[config.mk]
export PLATFORM = sky130hd
export DESIGN_NAME = hazard_forwarding_unit
export DESIGN_NICKNAME = d
export VERILOG_FILES = /design/src/rtl/hazard_forwarding_unit.sv
export SDC_FILE = /design/constraint.sdc
export NUM_CORES = 1
export LEC_CHECK = 0
export CAP_MARGIN = 20
export CORE_MARGIN = 2
export CORE_UTILIZATION = 25
export DETAILED_ROUTE_END_ITERATION = 10
export GPL_TIMING_DRIVEN = 0
export PLACE_DENSITY = 0.8
export SETUP_SLACK_MARGIN = 0.02
export SYNTH_ARGS = -nofsm -noshare
export SYNTH_HDL_FRONTEND = slang
export SYNTH_SLANG_ARGS = --single-unit
export TNS_END_PERCENT = 1
[constraint.sdc]
create_clock -name vclk -period 1.8
set_input_delay 0.45 -clock vclk [all_inputs]
set_output_delay 0.45 -clock vclk [all_outputs]
set_load 0.05 [all_outputs]
[src/rtl/hazard_forwarding_unit.sv]
`default_nettype none
// ============================================================================
// Module   : hazard_forwarding_unit
// Brief    : Pipeline forwarding selects, load-use / HI-LO stall and flush,
//            with optional multiply/divide busy tracking (MULTDIV_BUSY_EN).
// Revision : 1.0 - initial release
// ============================================================================
module hazard_forwarding_unit #(
  parameter int MULT_CYCLES = 4,
  parameter int DIV_CYCLES  = 32
) (
  input  logic       clk,
  input  logic       reset,
  input  logic [4:0] rs_decode,
  input  logic [4:0] rt_decode,
  input  logic [4:0] rs_execute,
  input  logic [4:0] rt_execute,
  input  logic [4:0] write_reg_execute,
  input  logic [4:0] write_reg_memory,
  input  logic [4:0] write_reg_writeback,
  input  logic       reg_write_execute,
  input  logic       reg_write_memory,
  input  logic       reg_write_writeback,
  input  logic       mem_to_reg_execute,
  input  logic       hi_lo_read_decode,
  input  logic       hi_lo_read_execute,
  input  logic       hi_lo_write_memory,
  input  logic       hi_lo_write_writeback,
  input  logic       mult_start_execute,
  input  logic       div_start_execute,
  output logic [2:0] forward_one_execute,
  output logic [2:0] forward_two_execute,
  output logic       stall_fetch,
  output logic       stall_decode,
  output logic       flush_execute,
  output logic       multdiv_busy
);

  localparam logic [2:0] c_fwd_regfile  = 3'b000;
  localparam logic [2:0] c_fwd_wb       = 3'b001;
  localparam logic [2:0] c_fwd_mem      = 3'b010;
  localparam logic [2:0] c_fwd_hilo_wb  = 3'b011;
  localparam logic [2:0] c_fwd_hilo_mem = 3'b100;

  logic       w_mem_valid;
  logic       w_wb_valid;
  logic       w_rs_mem_hit;
  logic       w_rs_wb_hit;
  logic       w_rt_mem_hit;
  logic       w_rt_wb_hit;
  logic [2:0] w_fwd_one;
  logic [2:0] w_fwd_two;
  logic       w_load_use_stall;
  logic       w_hilo_stall;
  logic       w_busy;
  logic       w_stall;

  // Register 0 is hard-wired zero, so a write to it must never be forwarded.
  assign w_mem_valid  = reg_write_memory    && (write_reg_memory    != 5'd0);
  assign w_wb_valid   = reg_write_writeback && (write_reg_writeback != 5'd0);
  assign w_rs_mem_hit = w_mem_valid && (write_reg_memory    == rs_execute);
  assign w_rs_wb_hit  = w_wb_valid  && (write_reg_writeback == rs_execute);
  assign w_rt_mem_hit = w_mem_valid && (write_reg_memory    == rt_execute);
  assign w_rt_wb_hit  = w_wb_valid  && (write_reg_writeback == rt_execute);

  always_comb begin
    w_fwd_one = c_fwd_regfile;
    w_fwd_two = c_fwd_regfile;
    if (hi_lo_read_execute) begin
      if (hi_lo_write_memory) begin
        w_fwd_one = c_fwd_hilo_mem;
        w_fwd_two = c_fwd_hilo_mem;
      end else if (hi_lo_write_writeback) begin
        w_fwd_one = c_fwd_hilo_wb;
        w_fwd_two = c_fwd_hilo_wb;
      end
    end else begin
      // The younger producer in memory holds the newer value.
      if (w_rs_mem_hit)     w_fwd_one = c_fwd_mem;
      else if (w_rs_wb_hit) w_fwd_one = c_fwd_wb;
      if (w_rt_mem_hit)     w_fwd_two = c_fwd_mem;
      else if (w_rt_wb_hit) w_fwd_two = c_fwd_wb;
    end
  end

  assign w_load_use_stall = mem_to_reg_execute && reg_write_execute &&
                            (write_reg_execute != 5'd0) &&
                            ((write_reg_execute == rs_decode) ||
                             (write_reg_execute == rt_decode));

`ifdef MULTDIV_BUSY_EN
  localparam logic [5:0] c_mult_load = 6'(MULT_CYCLES);
  localparam logic [5:0] c_div_load  = 6'(DIV_CYCLES);

  logic [5:0] r_busy_count;

  // A new issue always reloads, so a later operation supersedes an earlier one.
  always_ff @(posedge clk or posedge reset) begin
    if (reset) begin
      r_busy_count <= 6'd0;
    end else if (div_start_execute) begin
      r_busy_count <= c_div_load;
    end else if (mult_start_execute) begin
      r_busy_count <= c_mult_load;
    end else if (r_busy_count != 6'd0) begin
      r_busy_count <= r_busy_count - 6'd1;
    end
  end

  assign w_busy       = (r_busy_count != 6'd0);
  assign w_hilo_stall = hi_lo_read_decode &&
                        (w_busy || mult_start_execute || div_start_execute);
`else
  logic w_unused_multdiv;

  assign w_busy           = 1'b0;
  assign w_hilo_stall     = 1'b0;
  assign w_unused_multdiv = ^{clk, hi_lo_read_decode, mult_start_execute,
                              div_start_execute, MULT_CYCLES, DIV_CYCLES};
`endif

  assign w_stall = w_load_use_stall || w_hilo_stall;

  // While reset is high every control output is held inactive.
  assign forward_one_execute = reset ? c_fwd_regfile : w_fwd_one;
  assign forward_two_execute = reset ? c_fwd_regfile : w_fwd_two;
  assign stall_fetch         = ~reset & w_stall;
  assign stall_decode        = ~reset & w_stall;
  assign flush_execute       = ~reset & w_stall;
  assign multdiv_busy        = ~reset & w_busy;

endmodule
`default_nettype wire

; ---- Word-level counts from Yosys, hierarchy flattened
; Index checks and enable logic that the tools add are counted.
[totals]
reg_bits = 0
latchBits = 0
ramBits = 0
romBits = 0
inputBits = 47
output_inout_bits = 10
word_cells = 31
mem_count = 0
[classes]
n_addsub = 0
n_mul = 0
n_div = 0
n_lt_le_gt_ge = 0
eq_ne = 6
shift = 0
n_mux = 10
bitwise = 2
n_reduce_logical = 13
[op_table]
columns = cell, count
row1 = 5-bit equality test, 6
row2 = 3-bit 2-to-1 mux, 5
row3 = 5-bit nonzero test, 3
row4 = 1-bit logical AND, 9
row5 = 2-bit 2-to-1 mux, 3
row6 = 1-bit 2-to-1 mux, 2
row7 = 1-bit AND, 1
row8 = 1-bit logical OR, 1
row9 = 1-bit NOT, 1

; ---- Longest topological paths before layout
[logic_depth]
depth_word = 7
ltp_mapped = 5
ltp_nobuf = 4

; ---- Worst setup path before layout
; OpenSTA, ideal clock, no wires.
[synth_path]
kind = in2out
start = input port write_reg_memory[3]
end = output port forward_one_execute[0]
t_arrival_ns = 2.374
t_required_ns = 1.350
slack_ns = -1.024
stages = 4
n_path_buf = 0
path_cell_list = or4_1 nor2_2 nor4_1 o31ai_1
[synth_between]
elab_chain_len = 6
elab_cells_between_ends = 7
classes_between = eq/ne: 1 / mux: 3 / reduce/logical: 3
[synth_lines]
columns = item, line
row1 = start: declaration, 19  ; input logic [4:0] write_reg_memory,
row2 = 5-bit nonzero test, 59  ; assign w_mem_valid = reg_write_memory && (write_reg_memory != 5'd0);
row3 = 1-bit logical AND, 59
row4 = 1-bit logical AND (*), 61  ; assign w_rs_mem_hit = w_mem_valid && (write_reg_memory == rs_execute);
row5 = 2-bit 2-to-1 mux (*), 79  ; if (w_rs_mem_hit) w_fwd_one = c_fwd_mem;
row6 = 3-bit 2-to-1 mux (*), 69  ; if (hi_lo_read_execute) begin
row7 = 3-bit 2-to-1 mux (*), 125  ; assign forward_one_execute = reset ? c_fwd_regfile : w_fwd_one;
row8 = end: declaration, 31  ; output logic [2:0] forward_one_execute,
; Mark *: on every way between the ends. The rest lies on a longest branch, timed or not.

; ---- Worst setup path after layout
[layout_path]
start = input port rt_execute[1]
end = output port forward_two_execute[0]
[layout_between]
elab_chain_len = 6
elab_cells_between_ends = 8
classes_between = eq/ne: 2 / mux: 4 / reduce/logical: 2
[layout_lines]
columns = item, line
row1 = start: declaration, 17  ; input logic [4:0] rt_execute,
row2 = 5-bit equality test, 64  ; assign w_rt_wb_hit = w_wb_valid && (write_reg_writeback == rt_execute);
row3 = 1-bit logical AND, 64
row4 = 1-bit 2-to-1 mux, 82  ; else if (w_rt_wb_hit) w_fwd_two = c_fwd_wb;
row5 = 2-bit 2-to-1 mux (*), 81  ; if (w_rt_mem_hit) w_fwd_two = c_fwd_mem;
row6 = 3-bit 2-to-1 mux (*), 69
row7 = 3-bit 2-to-1 mux (*), 126  ; assign forward_two_execute = reset ? c_fwd_regfile : w_fwd_two;
row8 = end: declaration, 32  ; output logic [2:0] forward_two_execute,
; Marks and branches as above.

==> metrics.md <==
| Metric | Value |
|---|---|
| Status | finished with violations |
| Failing checks | negative setup slack |
| Num sequential | 0 |
| Final #Nets | 171 |
| DIE AREA | 2240 um^2 |
| CP Capture Type | primary output |
| # port buffers | 52 |
| Final core occ | 66.9% |
| DR pass1 iterations | 1 |
| Startpoint Class | primary input |
| Final min period | 2.32 ns |
| Hold buffers post-CTS | 0 |
| First-pass GRT wire length | 2.58 mm |
| Synth unique cells | 17 |
| Area contributors post-synth | xnor2_1 37%, xor2_1 19%, buf_4 6.4% |
| CP arrival | 1.87 ns |
| Complex-gate fraction of the synthesized area | between 10% and 20% |
| Syn Inst Count | 65 |
| GRT Util Overall | between 10% and 20% |
| Weighted congestion at the end of routability-driven global placement | 0.746 |
| First DRT Iteration DRCs | 0 |
| DRC | 0 |
| Syn Area/Cell | roughly 7.2 um^2 |
| Yosys top cell by area | xnor2_1 |
| Post-Synth Simple-Gate Area | 25.8% |
| Placed cell areas | 1060 um^2 |
| WL/cell | 13.2 um |
| Crit Path Category | primary input to primary output |
| Vias in the first global route | 621 |
| XOR/XNOR Fraction of Synth Area | between 50% and 60% |
| DP Wirelength | 1.58 mm |
| Remaining antenna violation count | 0 |
| Final worst slack | -0.516 ns |
| Initial antenna violation count | 0 |
| Critical Path RT | 1.35 ns |
| Seq/Total Area, Yosys | 0% |
| Setup TNS Final | -3.27 ns |
| Max-slew violations | 0 |
| VDD IR max | 0.000106 V |
| Final hold violation count | 0 |
| Lkg Pwr | 0.442 nW |
| Setup-failing EPs final | 7 |
| DRT Wirelength | between 1.5 and 2 mm |
| Worst hold start | reset |
| PwrDens | ~230 nW/um^2 |
| Worst Path Max Fanout | 2 |
| Share of cells above drive strength 1 | 30.3% |
| Mapped cell area | 470 um^2 |
| Main combinational cell family by area after synthesis | XOR/XNOR gates |
| Maxcap violations | 0 |
| Post-synthesis mux area share | 0% |
| Synth warn | 0 |
| Vias | between 600 and 700 |
| RSZ-0062 raised after global routing | yes |
| Hold crit path type | primary input to primary output |
| Hold_ws | 1.42 ns |
| Clock buffer cells | 0 |
| Antenna diodes | 0 |
| Row cnt | 15 |
| Fin area | 1170 um^2 |
| Synth top area share | between 30% and 40% |
| Core area | around 1700 um^2 |
| Syn Nets | about 110 |
| Layout area overhead | 148% |
| Register area | 0 um^2 |
| Global route total overflow | 0 |
| Final Cycle Share | 129% |
| Largest net degree at the start of global routing | 6 |
| Initial Util | 27.0% |
| Hold depth | 3 |
| Die W | 47.4 um |
| Post-Synth Adder-Cell Area | 0% |
| # IOs | 57 |
| Worst Hold End | forward_one_execute[2] |
| Average via count per standard cell | 4.55 |
| Die H | ~47 um |
| Fmax | 432 MHz |
==> per-stage QoR <==
| stage | setup WS [ns] | total power, mW | cells |
|---|---|---|---|
| after floorplan | -0.306 | 0.114 | 65 |
| after global placement | -1.40 | 0.251 | 142 |
| after CTS | -0.519 | 0.264 | 146 |
| after detailed placement | -1.43 | 0.255 | 142 |
| final | -0.516 | 0.273 | 147 |
| after global routing | -0.565 | 0.290 | 147 |
==> metal layers <==
layer  global-route usage, %  routed length (um)
met1                    15.7                 685
met2                    34.1                 989
met3                    3.46                 263
met4                       0                   0
met5                       0                   0
==> power by group <==
part	internal (mW)	switching (mW)
logic	0.147	0.126
clock network	0	0
registers	0	0
==> cell usage after synthesis (all sizes together) <==
cell and n:
nor4 2, o21ai 1, or4 3, nand3 4, a21oi 2, nand2 3, xor2 10, xnor2 20
conb 1, nor3 2, o21a 3, nor2 3, nand2b 1, buf 4, nand4 4, o31ai 2
==> cells in the final DEF, fill, tap and decap left out <==
cell,Yosys,routed
xnor2_1,20,20
o31ai_4,0,2
or4_4,0,3
nor4_4,0,2
buf_6,0,5
xor2_2,0,3
nand4_1,4,4
conb_1,1,1
buf_8,0,3
dlygate4sd2_1,0,17
nor2_1,2,1
nand2b_1,1,1
o21a_1,3,3
nand2_1,3,3
nor2_2,1,1
o21ai_4,0,1
buf_2,0,2
nor2_4,0,1
nand3_1,4,4
a21oi_2,0,1
a21oi_4,0,1
buf_4,4,12
clkdlybuf4s50_1,0,22
nor3_1,2,2
xor2_1,10,7
==> worst max path at each step <==
stage               depth (start not counted)                     end                    from  slack (ns)
floorplan                                   4  forward_one_execute[0]     write_reg_memory[3]       -0.31
global placement                            6  forward_one_execute[1]     write_reg_memory[4]       -1.40
detailed placement                          6  forward_two_execute[1]     write_reg_memory[1]       -1.43
CTS                                         7  forward_one_execute[0]     write_reg_memory[0]       -0.52
global route                                6  forward_one_execute[0]  write_reg_writeback[3]       -0.56
finish                                      6  forward_two_execute[0]           rt_execute[1]       -0.52
==> area by class of cell <==
type,count,area (um^2)
well taps,25,31.3
repair buffers,57,541
plain buffers,4,30.0
multi-input cells,61,566
fillers,149,578
==> worst max-delay path: stages <==
cell and delay (ns):
clkdlybuf4s50_1 0.52, xor2_1 0.25, nor4_4 0.08, buf_4 0.14, o31ai_4 0.23, buf_6 0.19
==> repair_timing <==
action                     CTS  global route
buffers inserted             4             1
pin swaps                   11             7
setup endpoints to repair    9             9
resized for setup          107             5
==> logic make-up after synthesis <==
family	after synthesis
AO/OA/AOI/OAI	8
XOR/XNOR	30
buffers and inverters	4
other	1
AND/OR/NAND/NOR	22
Note: power is estimated with default switching activity, not from simulation.
